## config.mk

```make
export PLATFORM = sky130hd
export DESIGN_NAME = tdm_demux_14_flat
export DESIGN_NICKNAME = d
export VERILOG_FILES = /design/src/rtl/tdm_demux_14_if.sv /design/src/rtl/tdm_demux_14.sv /design/src/flat_wrapper.sv
export SDC_FILE = /design/constraint.sdc
export NUM_CORES = 1
export LEC_CHECK = 0
export CAP_MARGIN = 5
export CELL_PAD_IN_SITES_DETAIL_PLACEMENT = 1
export CELL_PAD_IN_SITES_GLOBAL_PLACEMENT = 1
export CORE_ASPECT_RATIO = 1.25
export CORE_UTILIZATION = 42
export CTS_BUF_LIST = sky130_fd_sc_hd__clkbuf_16
export CTS_CLUSTER_DIAMETER = 30
export DETAILED_ROUTE_END_ITERATION = 7
export GPL_TIMING_DRIVEN = 0
export PLACE_DENSITY_LB_ADDON = 0.08
export SYNTH_ARGS = -nofsm -noshare
export SYNTH_HDL_FRONTEND = slang
export SYNTH_SLANG_ARGS = --single-unit
```

## constraint.sdc

```tcl
create_clock -name clk -period 3.7 [get_ports clk]
set_clock_uncertainty 0.05 [all_clocks]
set_input_delay 0.555 -clock clk [delete_from_list [all_inputs] [get_ports clk]]
set_output_delay 0.555 -clock clk [all_outputs]
set_load 0.02 [all_outputs]
```

## src/rtl/tdm_demux_14_if.sv

```systemverilog
// Signal bundle between the TDM link receiver and its environment.
// The link side drives en/s/d; the receiver drives the rebuilt word, strobes and counters.
interface tdm_demux_14_if #(
  parameter int N_LANES = 4,
  parameter int SEL_W   = 2,
  parameter int ERR_W   = 8
);
  // Handshake: there is no back-pressure. A sample (s, d) is consumed on every
  // rising clk where en=1; o_valid and err are single-cycle pulses the consumer
  // must capture in the cycle they are high.
  logic               en;
  logic [SEL_W-1:0]   s;
  logic               d;
  logic [N_LANES-1:0] o;
  logic               o_valid;
  logic               sync;
  logic               err;
  logic [ERR_W-1:0]   err_cnt;
  logic               state_dbg;

  modport master (
    output en, s, d,
    input  o, o_valid, sync, err, err_cnt, state_dbg
  );

  modport slave (
    input  en, s, d,
    output o, o_valid, sync, err, err_cnt, state_dbg
  );
endinterface

```

## src/rtl/tdm_demux_14.sv

```systemverilog
// Receive end of a 4:1 TDM link: rebuilds the parallel word from (s, d) samples,
// tracks frame sync and counts slot-sequence violations with a saturating counter.
module tdm_demux_14 #(
  parameter int N_LANES = 4,
  parameter int SEL_W   = 2,
  parameter int ERR_W   = 8
) (
  input  logic             clk,
  input  logic             rst,
  tdm_demux_14_if.slave    bus
);

  typedef enum logic {HUNT = 1'b0, COLLECT = 1'b1} state_t;

  state_t             state_q, state_d;
  logic [SEL_W-1:0]   exp_q, exp_d;
  logic [N_LANES-1:0] shadow_q, shadow_d;
  logic [N_LANES-1:0] o_q, o_d;
  logic               o_valid_q, o_valid_d;
  logic               err_q, err_d;
  logic [ERR_W-1:0]   err_cnt_q, err_cnt_d;

  always_ff @(posedge clk or posedge rst) begin
    if (rst) begin
      state_q   <= HUNT;
      exp_q     <= '0;
      shadow_q  <= '0;
      o_q       <= '0;
      o_valid_q <= 1'b0;
      err_q     <= 1'b0;
      err_cnt_q <= '0;
    end else begin
      state_q   <= state_d;
      exp_q     <= exp_d;
      shadow_q  <= shadow_d;
      o_q       <= o_d;
      o_valid_q <= o_valid_d;
      err_q     <= err_d;
      err_cnt_q <= err_cnt_d;
    end
  end

  always_comb begin
    state_d   = state_q;
    exp_d     = exp_q;
    shadow_d  = shadow_q;
    o_d       = o_q;
    o_valid_d = 1'b0;
    err_d     = 1'b0;
    err_cnt_d = err_cnt_q;

    if (bus.en) begin
      unique case (state_q)
        HUNT: begin
          if (bus.s == '0) begin
            shadow_d[0] = bus.d;
            exp_d       = SEL_W'(1);
            state_d     = COLLECT;
          end
        end
        COLLECT: begin
          if (bus.s == exp_q) begin
            shadow_d[exp_q] = bus.d;
            if (exp_q == SEL_W'(N_LANES - 1)) begin
              // The last slot goes straight to o; the shadow copy is not needed.
              o_d       = {bus.d, shadow_q[N_LANES-2:0]};
              o_valid_d = 1'b1;
              exp_d     = '0;
            end else begin
              exp_d = exp_q + SEL_W'(1);
            end
          end else begin
            err_d = 1'b1;
            if (err_cnt_q != {ERR_W{1'b1}}) begin
              err_cnt_d = err_cnt_q + ERR_W'(1);
            end
            // A stray slot 0 is taken as the start of a fresh frame rather than lost.
            if (bus.s == '0) begin
              shadow_d[0] = bus.d;
              exp_d       = SEL_W'(1);
            end else begin
              state_d = HUNT;
              exp_d   = '0;
            end
          end
        end
        default: state_d = HUNT;
      endcase
    end
  end

  assign bus.o         = o_q;
  assign bus.o_valid   = o_valid_q;
  assign bus.sync      = (state_q == COLLECT);
  assign bus.err       = err_q;
  assign bus.err_cnt   = err_cnt_q;
  assign bus.state_dbg = logic'(state_q);

endmodule

```

## src/flat_wrapper.sv

```systemverilog
// flat-port wrapper written by rule: the top's interface ports become plain ports
module tdm_demux_14_flat 
#(
  parameter int N_LANES = 4,
  parameter int SEL_W   = 2,
  parameter int ERR_W   = 8
)
  (clk, rst, bus_en, bus_s, bus_d, bus_o, bus_o_valid, bus_sync, bus_err, bus_err_cnt, bus_state_dbg);
  tdm_demux_14_if #(.N_LANES(N_LANES), .SEL_W(SEL_W), .ERR_W(ERR_W)) bus_i ();
  input  logic clk;
  input  logic rst;
  input wire logic [$bits(bus_i.en)-1:0] bus_en;
  input wire logic [$bits(bus_i.s)-1:0] bus_s;
  input wire logic [$bits(bus_i.d)-1:0] bus_d;
  output wire logic [$bits(bus_i.o)-1:0] bus_o;
  output wire logic [$bits(bus_i.o_valid)-1:0] bus_o_valid;
  output wire logic [$bits(bus_i.sync)-1:0] bus_sync;
  output wire logic [$bits(bus_i.err)-1:0] bus_err;
  output wire logic [$bits(bus_i.err_cnt)-1:0] bus_err_cnt;
  output wire logic [$bits(bus_i.state_dbg)-1:0] bus_state_dbg;
  assign bus_i.en = bus_en;
  assign bus_i.s = bus_s;
  assign bus_i.d = bus_d;
  assign bus_o = bus_i.o;
  assign bus_o_valid = bus_i.o_valid;
  assign bus_sync = bus_i.sync;
  assign bus_err = bus_i.err;
  assign bus_err_cnt = bus_i.err_cnt;
  assign bus_state_dbg = bus_i.state_dbg;
  tdm_demux_14 #(.N_LANES(N_LANES), .SEL_W(SEL_W), .ERR_W(ERR_W)) u_core (.clk(clk), .rst(rst), .bus(bus_i));
endmodule
```

==> summary.md, run 1 <==
| Metric | Value |
|---|---|
| Pwr Density | 629 nW/um^2 |
| I/O Buffers | 20 |
| Drt drc | 0 |
| Share of cells above drive strength 1 | 0.190 |
| Warning count from the yosys run | 0 |
| Post-synth EDFFs | 0 |
| Chip Height | 59.8 um |
| First-pass GRT wire length | 4200 um |
| Final Hold Viols | 0 |
| Overall routed net length | 2430 um |
| Clk_lat worst skew | around 0.25 ns |
| Period utilization | 0.561 |
| Slew HR | 0.508 |
| Total CTS buffers | 3 |
| Max Cap Viol | 0 |
| Die W | slightly below 50 um |
| Largest net degree at the start of global routing | 21 |
| Setup crit end kind | primary output |
| Via count | 850 |
| Placed cells | 155 |
| Gate Count Post-Synth | 102 |
| DPL Wire Length | 1810 um |
| Worst setup SP type | flop |
| #FFs+latches synth | 20 |
| F_max | 482 MHz |
| Area of the multi-input gates | 539 um^2 |
| Initial antenna violation count | 0 |
| Post-CTS setup buffer count | 0 |
| Worst Path Required | 3.09 ns |
| Final setup TNS | 0 ns |
| Number of diodes | 0 |
| GPL Wtd Cong | approximately 0.86 |
| Average wire per standard cell | 15.3 um |
| Peak supply drop | 0.365 mV |
| CP Class | flop to primary output |
| Register area share after synthesis | 0.446 |
| Post-synth design cell area | 1120 um^2 |
| Total grt overflow | 0 |
| Die ar. | 2880 um^2 |
| Global-route usage over all layers | 0.210 |
| Initial DRC Count | 4 |
| Core ar. | 2480 um^2 |
| Post-Syn Area per Cell | 11.0 um^2 |
| CTS root buf | clkbuf_16 |
| CTS tree | yes |
| Post-Layout Cell Count | 159 |
| Netlist cell types | 34 |
| Core Util, Final | 0.582 |
| H-Tree Level Count | 1 |
| Max Slew Vio Count | 0 |
| Post-CTS resize count | 0 |
| Hold/Removal Path Class | flop to flop |
| R2R setup slack | 1.98 ns |
| RSZ-0062 raised after global routing | false |
| Filler cell count | 273 |
| Leakage power | ~0.00070 uW |
| Vias/cell | 5.35 |
| Top-Level Pins | 22 |
| Post-synthesis net count | around 110 |
| DRT Pass-1 Iters | 4 |
| Rows | 20 |
| Final setup fails | 0 |
| CP Max Fanout | 8 |
| Maximum clock insertion buffer count | 2 |
| Area growth, synth to finish | 28.5% |
| CTS Sinks | 20 |
| Ys async rst share | 1.00 |
| Register clock-pin slew on the reported worst setup and hold paths | 0.05 ns |
| Final net count | 138 |
| Sequential cell area | 500 um^2 |
| Worst-margin pin slew | roughly 0.74 ns |
| Initial Util | 0.453 |
| Post-layout min period | 2.08 ns |
| Primary FF master, synth | dfrtp_1 |
| Critical Path AT | 1.47 ns |
| Vias in the first global route | a little under 900 |
| ANT nets after route | 0 |
| Hold_buf cts | 0 |
| Status | completed |
worst max-delay path: stages, from the launching register on:
cell             delay, ns
dfrtp_1               0.48
buf_4                 0.15
clkdlybuf4s50_1       0.58
cell families after synthesis:
kind of cell | share of synthesized area
XOR/XNOR | 0.0524
flip-flops | 0.446
adder cells (fa/ha/maj) | 0.0557
AND/OR/NAND/NOR | 0.146
multiplexers | 0.0959
buffers and inverters | 0.0736
AO/OA/AOI/OAI | 0.130
through the flow:
step	area (um^2)	hold WS, ns	setup WS, ns	power [uW]
4_1_cts	1440	0.458	1.62	920
6_report	1440	0.453	1.62	907
5_1_grt	1440	0.475	1.52	965
3_3_place_gp	1360	0.434	1.40	675
2_1_floorplan	1120	0.425	1.96	555
3_5_place_dp	1360	0.445	1.36	686
cells in the mapped netlist (2+ instances only):
| library cell | count | area, um^2 |
|---|---|---|
| o41ai_1 | 2 | 17.5 |
| mux2_4 | 2 | 30.0 |
| dfrtp_1 | 20 | 500 |
| inv_1 | 9 | 33.8 |
| nand3_1 | 2 | 10.0 |
| ha_1 | 5 | 62.6 |
| and3_1 | 4 | 25.0 |
| nand4_1 | 3 | 18.8 |
| buf_6 | 3 | 33.8 |
| xor2_2 | 2 | 32.5 |
| mux2_2 | 6 | 67.6 |
| a21oi_1 | 6 | 30.0 |
| nand2_1 | 4 | 15.0 |
| o21ai_0 | 7 | 35.0 |
| nor2_1 | 3 | 11.3 |
| xor2_1 | 2 | 17.5 |
| buf_4 | 2 | 15.0 |
| a21o_1 | 2 | 15.0 |
| and4_1 | 2 | 17.5 |
| and3_2 | 2 | 15.0 |
cell type report:
type,count,share of cell area
multi-input combinational,68,0.374
sequential,20,0.347
timing repair buffer,20,0.139
clock buffer,3,0.0520
buffer,5,0.0338
tap,33,0.0286
inverter,9,0.0234
clock inverter,1,0.00260
layout by cell type (no fill, tap or decap), types with 3 or more instances in the layout:
cell type and count:
buf_6 3, nand2_1 4, nor2_1 3, ha_1 5
inv_1 9, a21oi_1 6, o21ai_0 7, clkdlybuf4s50_1 20
and3_1 4, nand4_1 3, mux2_2 6, dfrtp_1 20
clkbuf_16 3
path summary, 6_finish.rpt:
kind | cells after the start | end | startpoint
max in group asynchronous | 2 | u_core.exp_q[0]$_DFFE_PP0P_ | rst
min in group asynchronous | 2 | u_core.exp_q[1]$_DFFE_PP0P_ | rst
min reg2reg | 1 | u_core.shadow_q[2]$_DFFE_PP0P_ | u_core.shadow_q[2]$_DFFE_PP0P_
max reg2reg | 5 | u_core.bus.o[2]$_DFFE_PP0P_ | u_core.exp_q[1]$_DFFE_PP0P_
max | 2 | bus_sync | u_core.bus.state_dbg$_DFFE_PP0P_
min | 1 | u_core.shadow_q[2]$_DFFE_PP0P_ | u_core.shadow_q[2]$_DFFE_PP0P_
metal layers:
layer  wire length (um)  track usage  vias to the layer above
met4                 69        0.111                        0
met3                 72       0.0483                        8
li1                   -            -                      408
met1                976        0.250                      420
met2               1310        0.339                       14
met5                  0            0                        -
flip-flops by register name (all words and copies together) (netlist names):
name                  flops
u_core.bus.o_valid        1
u_core.shadow_q           3
u_core.bus.o              4
u_core.bus.err            1
u_core.bus.state_dbg      1
u_core.bus.err_cnt        8
u_core.exp_q              2
report_power, final:
| group | total (uW) | switching [uW] | internal, uW | leakage (uW) |
|---|---|---|---|---|
| sequential | 332 | 60.5 | 272 | 0.000261 |
| combinational | 351 | 181 | 170 | 0.000398 |
| clock | 224 | 80.3 | 144 | 0.0000385 |
Note: power is estimated with default switching activity, not from simulation.
==> inputs of run 2 (changes only) <==
--- a/config.mk
+++ b/config.mk
@@ -9,7 +9,7 @@
 export CELL_PAD_IN_SITES_DETAIL_PLACEMENT = 1
 export CELL_PAD_IN_SITES_GLOBAL_PLACEMENT = 1
 export CORE_ASPECT_RATIO = 1.25
-export CORE_UTILIZATION = 42
+export CORE_UTILIZATION = 39
 export CTS_BUF_LIST = sky130_fd_sc_hd__clkbuf_16
 export CTS_CLUSTER_DIAMETER = 30
 export DETAILED_ROUTE_END_ITERATION = 7
==> constraint.sdc (replaced) <==
create_clock -name clk -period 2.1 [get_ports clk]
set_clock_uncertainty 0.05 [all_clocks]
set_input_delay 0.315 -clock clk [delete_from_list [all_inputs] [get_ports clk]]
set_output_delay 0.315 -clock clk [all_outputs]
set_load 0.02 [all_outputs]
==> run 2 against run 1 <==
  * Critical path type unchanged
  * Sequential power is 76% higher
  * Wire length shrank 0.45%
  * Sequential share of layout area is 0.65 points lower
  * Clock power increased by 130%
  * Largest power group unchanged
  * Cell area grew 1.9%
  * Largest cell class unchanged
  * Sequential cell count unchanged
==> summary.md, run 2 (same netlist as run 1, synthesis figures left out) <==
| Metric | Value |
|---|---|
| Final setup TNS | 0 ns (unchanged) |
| Final net count | 138 (unchanged) |
| Largest net degree at the start of global routing | 21 (unchanged) |
| CP max stage delay | 0.59 ns (about the same) |
| ANT nets after route | 0 (unchanged) |
| Placed Area | 1370 um^2 (about the same) |
| Max Cap Viol | 0 (unchanged) |
| Vias/cell | 5.39 (+0.78%) |
| CP Class | flop to primary output |
| Final Hold Viols | 0 (unchanged) |
| Total grt overflow | 0 (unchanged) |
| GPL Wtd Cong | 0.809 (-6.1%) |
| Post-CTS setup buffer count | 0 (unchanged) |
| Slew HR | 0.509 (+0.00127) |
| Total CTS buffers | 3 (unchanged) |
| CTS Sinks | 20 (unchanged) |
| R2R setup slack | 0.41 ns (-1.57 ns) |
| Register clock-pin slew on the reported worst setup and hold paths | 0.05 ns (about the same) |
| H-Tree Level Count | 1 (unchanged) |
| Setup crit end kind | primary output |
| I/O Buffers | 20 (unchanged) |
| Chip Height | 62.0 um (+3.6%) |
| Peak supply drop | 0.752 mV (+110%) |
| Filler cell count | 290 (+6.2%) |
| Status | completed |
| Crit path cell chain | buf_4 -> clkdlybuf4s50_1 |
| Top-Level Pins | 22 (unchanged) |
| Most frequent cells in the layout | clkdlybuf4s50_1 (20), dfrtp_1 (20), inv_1 (9) |
| Number of diodes | 0 (unchanged) |
| Critical path buffers and inverters | 2 (unchanged) |
| Post-layout min period | 1.82 ns |
| Comb pwr share | 0.358 (-0.029) |
| Sequential power share | 0.340 (-0.026) |
| Average wire per standard cell | 15.1 um (-1.1%) |
| Die ar. | 3100 um^2 (+7.4%) |
| CP Max Fanout | 8 (unchanged) |
| Maximum clock insertion buffer count | 2 (unchanged) |
| F_max | approximately 550 MHz |
| First-pass GRT wire length | 4110 um (-2.1%) |
| Die W | 50.0 um (+3.6%) |
| Initial Util | 0.415 (-0.0383) |
| Max reg flops | 8 (unchanged) |
| Initial DRC Count | 4 (unchanged) |
| Sw frac | 0.329 (-0.0249) |
| Overall routed net length | 2410 um (-0.45%) |
| Internal power | 1150 uW (+97%) |
| Sw power | 567 uW (+76%) |
| Period utilization | 0.867 |
| Area growth, synth to finish | 31.0% |
| Worst Path Required | 1.74 ns (-1.35 ns) |
| Worst-margin pin slew | 0.735 ns (-0.00191 ns) |
| Global-route usage over all layers | 0.183 (-0.0271) |
| Vias in the first global route | 896 (+0.90%) |
| Rows | 21 (+5.0%) |
| Crit path max-delay family | buffers and inverters |
| Post-CTS resize count | 0 (unchanged) |
| CTS root buf | clkbuf_16 |
| Share of cells above drive strength 1 | 0.198 (+0.00794) |
| Core ar. | 2710 um^2 (+9.2%) |
| Hold_buf cts | 0 (unchanged) |
| Initial antenna violation count | 0 (unchanged) |
| Leakage power | 0.000710 uW (+1.8%) |
| Pwr Density | 1170 nW/um^2 (+86%) |
| Design area | 1470 um^2 (+1.9%) |
| Final setup fails | 0 (unchanged) |
| Via count | 862 (+1.4%) |
| DPL Wire Length | 1840 um (+1.4%) |
| Clk_lat worst skew | 0.25 ns (about the same) |
| CTS tree | yes |
| Worst setup SP type | flop |
| CP max stage cell | clkdlybuf4s50_1 |
| Critical Path AT | 1.46 ns (about the same) |
| RSZ-0062 raised after global routing | false |
| Drt drc | 0 (unchanged) |
| Max Slew Vio Count | 0 (unchanged) |
| Hold/Removal Path Class | input port to flop |
| DRT Pass-1 Iters | 4 (unchanged) |
| Clock share of power | 0.302 (+0.055) |
[run 2: cell count changes in the layout (fill, tap and decap cells not counted)]
cell / previous run / this run
bufinv_16: 0 / 1
clkinv_1: 1 / 0
[run 2: final cells by class]
type | count | area (um^2) | share of cell area
multi-input cells | 68 | 539 | 0.367
flip-flops and latches | 20 | 500 | 0.340
repair buffers | 20 | 200 | 0.136
clock buffers | 3 | 75.1 | 0.0511
plain buffers | 5 | 48.8 | 0.0332
well taps | 34 | 42.5 | 0.0289
inverters | 9 | 33.8 | 0.0230
clock inverters | 1 | 30.0 | 0.0204
[run 2: worst register-to-register path, cell delays in order (launching register included)]
cell and delay, ns:
dfrtp_1 0.41, buf_6 0.16, xor2_2 0.18, nor3_2 0.31
nand2_2 0.17, mux2_2 0.30
[run 2: power by group through the flow]
stage               clock, uW  sequential, uW  combinational, uW
global route              546             605                680
global placement            0             587                606
finish                    520             585                617
CTS                       534             589                624
detailed placement          0             592                618
floorplan                   0             636                341
[run 2: per-stage QoR]
step	hold slack (ns)	utilization	setup slack, ns	power [uW]	instances
final	0.364	0.543	0.280	1720	160
after global placement	0.434	0.504	0.0401	1190	156
after global routing	0.413	0.543	0.185	1830	160
after floorplan	0.229	-	0.495	977	102
after detailed placement	0.451	0.504	0.0241	1210	156
after CTS	0.365	0.543	0.268	1750	160
[run 2: per-layer routing]
layer,up-vias,routed length [um],GRT usage
met4,0,68,0.122
met3,7,47,0.0219
li1,407,-,-
met1,435,985,0.193
met2,13,1310,0.347
met5,-,0,0
[run 2: path summary, 6_finish.rpt]
path	from	end	cells after the start
min in group asynchronous	rst	u_core.bus.err_cnt[0]$_DFFE_PP0P_	2
hold / removal	bus_s[1]	u_core.shadow_q[0]$_DFFE_PP0P_	3
max in group asynchronous	rst	u_core.bus.err_cnt[7]$_DFFE_PP0P_	2
hold reg to reg	u_core.shadow_q[0]$_DFFE_PP0P_	u_core.bus.o[0]$_DFFE_PP0P_	1
setup reg to reg	u_core.exp_q[1]$_DFFE_PP0P_	u_core.bus.o[0]$_DFFE_PP0P_	5
setup / recovery	u_core.bus.state_dbg$_DFFE_PP0P_	bus_sync	2
